--- src/rtl/loadable_dff.sv ---
// loadable_dff: WIDTH-bit D flip-flop with a synchronous load enable and a
// synchronous active-low clear. Clear takes priority over load, and load takes
// priority over hold. The output comes straight from the flop, so there is no
// combinational path from any input to out.
//
// register_8bit: an 8-bit loadable register built from eight WIDTH=1
// loadable_dff cells, one per bit. The cells are connected by position,
// following the fixed cell port order (in, clk, clr, load, out).
`timescale 1ns / 1ns

module loadable_dff #(
    parameter int               WIDTH       = 1,
    parameter logic [WIDTH-1:0] RESET_VALUE = {WIDTH{1'b0}}
) (
    input  logic [WIDTH-1:0] in,
    input  logic             clk,
    input  logic             clr,
    input  logic             load,
    output logic [WIDTH-1:0] out
);

    logic [WIDTH-1:0] out_q;
    logic [WIDTH-1:0] out_d;

    // Next state when not clearing: capture in on load, otherwise keep the stored value
    always_comb begin
        out_d = out_q;
        if (load) begin
            out_d = in;
        end
    end

    // State register; the active-low clear is sampled on the edge and overrides load
    always_ff @(posedge clk) begin
        if (!clr) begin
            out_q <= RESET_VALUE;
        end else begin
            out_q <= out_d;
        end
    end

    assign out = out_q;

endmodule

module register_8bit (
    input  logic [7:0] in,
    input  logic       clk,
    input  logic       clr,
    input  logic       load,
    output logic [7:0] out
);

    // One single-bit storage cell per bit, all sharing clock, clear and load
    for (genvar i = 0; i < 8; i++) begin : gen_bit
        loadable_dff u_cell (in[i], clk, clr, load, out[i]);
    end

endmodule

--- config.mk ---
export PLATFORM = sky130hd
export DESIGN_NAME = register_8bit
export DESIGN_NICKNAME = d
export VERILOG_FILES = /design/src/rtl/loadable_dff.sv
export SDC_FILE = /design/constraint.sdc
export NUM_CORES = 1
export LEC_CHECK = 0
export BUFFER_PORTS_ARGS = -buffer_cell sky130_fd_sc_hd__buf_2
export CORE_AREA = 2 2 39 41
export CTS_CLUSTER_SIZE = 20
export DETAILED_ROUTE_END_ITERATION = 8
export DIE_AREA = 0 0 41 43
export GPL_TIMING_DRIVEN = 0
export PLACE_DENSITY = 0.57
export SYNTH_ARGS = -nofsm -noshare
export SYNTH_HDL_FRONTEND = slang
export SYNTH_SLANG_ARGS = --single-unit
--- constraint.sdc ---
create_clock -name clk -period 0.8 [get_ports clk]
set_input_delay 0.04 -clock clk [delete_from_list [all_inputs] [get_ports clk]]
set_output_delay 0.04 -clock clk [all_outputs]
set_load 0.01 [all_outputs]
==> impl_metrics.ini <==
[power]
power_density_nw_per_um2 = 1770
power.ir.vdd_worst_mv = 0.714
total_leakage_power_nw = 0.246
design_power_total_w = 0.000899

[synth]
synth_seq_cells = 8
yosys.area.top_type_share_pct = 44.3
synth_cell_type_count = 5
synthesis.nets = 44
synth.avg_cell_area_um2 = 11.0
synth-warning-count = 0
post_synth_inst_count = 33
synth_area_um2 = 362
synth.area.top_cells = dfxtp_1, mux2i_1, buf_4
cell_type_contributing_the_most_total_cell_area_after_synthesis = dfxtp_1
part_of_the_yosys_area_used_for_sequential_elements_pct = 44.3

[timing]
timing_max_transition_violations_final = 0
hold_violations = 0
finClkSkew_ps = 0
timing.final.crit_share_pct = 103
layout_min_cycle_time_ps = 821
timing.hold.ws_ps = 43.3
setup-violations-final = 1
max_slew.worst_pin.slew_ps = 135
fmax_mhz = 1220
final_ws_setup_ps = -21.2
worst_slew_margin_rel_pct = 90.8
rsz0062_at_grt = true
setup_total_negative_slack_ps = -21.2

[floorplanning]
die_height_um = 43
die_width_um = 41
fp.dieArea_um2 = 1760
floorplan.initialDensity_pct = 26.1
fp.coreArea_um2 = 1380
floorplan.rows = 14
top_level_i_o_count = 19

[detailed_routing]
postRouteWirelength_um = 641
detailroute.via_count = 252
detailed_router_iteration_count_before_antenna_repair = 4
drt-wirelength-per-cell_um = 10.2
starting_drt_drc_count = 2
drc = 0
vias_per_cell = 4.00
ant_nets = 0

[global_routing]
groute.layer.met2.usage_pct = 9.06
first_global_vias = 206
grt_overflow_total = 0
antenna_found_initial = 0
grt_first_pass_wirelength_um = 862
grtUsageTotal_pct = 8.77
global_route.usage.met3_pct = 7.85
busiest_layer = met4
grt_use_met1_pct = 9.12
grt_max_degree = 9

[setup_path]
cp_max_fo = 2
cp.required_ps = 760
worst_ep_arrival_time_ps = 780
worstSetupEndpointType = output port
timing_worst_setup_path_type = reg2out
timing.critical_path.from_type = flop

[cts]
hold_bufs_inserted_after_cts = 0
cts.htree.levels = 1
cts_inserted_buffers = 3
clock_sink_count = 8
tritoncts = built
cts_buffer_depth = 2
worst_setup_hold_path_clk_slew_ps = 50
clock-root-buffer = clkbuf_4
clk-insertion-delay-late_ps = 250

[cells_and_area]
layout_common_cells = buf_6, buf_2, mux2i_1, nor2b_1, dfxtp_2
layout-drive-gt1-share_pct = 66.0
areaGrowthSynthToFinish_pct = 40.5
antenna-diode-count = 0
nets = 60
flip_flop_count_of_the_largest_register_all_copies_and_words_added = 8
finish.instance_area_um2 = 508
fill_cells = 148
most_common_cell_after_layout_fill_and_taps_aside = buf_6

[hold_path]
hold_path.class = in2reg

[run_status]
failing_checks = setup timing
status = finished with violations

[place]
post_dp_cell_area_um2 = 467
numPortBuffers = 17
gp_congestion = 0.594

[flow_run]
cap_violations = 0
==> report_power, final <==
part | leakage [nW] | internal [W] | switching, W | total, W
clock | 0.0138 | 0.000171 | 0.000132 | 0.000303
combinational | 0.163 | 0.0000988 | 0.0000527 | 0.000152
sequential | 0.0689 | 0.000428 | 0.0000158 | 0.000444
total | 0.246 | 0.000698 | 0.000201 | 0.000899
==> worst max-delay path, stage by stage, from the launching register on <==
cell and delay, ps:
dfxtp_2 320, buf_6 110, buf_6 110
==> cell type report <==
cell class	count	area [µm²]	area share [%]
tap	16	20.0	3.94
sequential	8	170	33.5
timing repair buffer	18	143	28.1
multi-input combinational	16	130	25.6
buffer	2	22.5	4.43
clock buffer	3	22.5	4.43
==> through the flow <==
stage	setup WS [ps]	instances	utilization [%]
6_report	-21.2	63	36.7
5_1_grt	-61.9	63	36.7
4_1_cts	-29.1	63	36.7
3_5_place_dp	192	66	33.7
3_3_place_gp	220	66	33.7
2_1_floorplan	242	33	-
==> worst paths after layout <==
| check | end | slack (ps) | start | cells past startpoint |
|---|---|---|---|---|
| worst max-delay path | out[0] | -20 | gen_bit[0].u_cell.out | 2 |
| worst min-delay path | gen_bit[7].u_cell.out | 40 | in[7] | 3 |
| worst max register to register | gen_bit[0].u_cell.out | 70 | gen_bit[0].u_cell.out | 3 |
| worst min register to register | gen_bit[7].u_cell.out | 510 | gen_bit[7].u_cell.out | 2 |
==> logic make-up (layout without fill, tap and decap cells) <==
group,after synthesis,count (layout),synth area share [%]
flops,8,8,44.3
mux,8,8,22.1
simple gates,8,8,13.8
buf+inv,9,23,19.7
==> layer usage <==
metal,wire length (µm),vias to the layer above
met1,281,107
li1,-,127
met5,0,-
met4,25,0
met3,68,4
met2,266,14
==> timing repair <==
item,4_1_cts,5_1_grt
resized for setup,17,0
setup buffers,1,0
gates cloned,0,0
setup endpoints to repair,8,2
==> cell usage after synthesis <==
master,number
mux2i_1,8
buf_6,1
dfxtp_1,8
buf_4,8
nor2b_1,8
No activity file was read; power rests on OpenSTA's default activity.
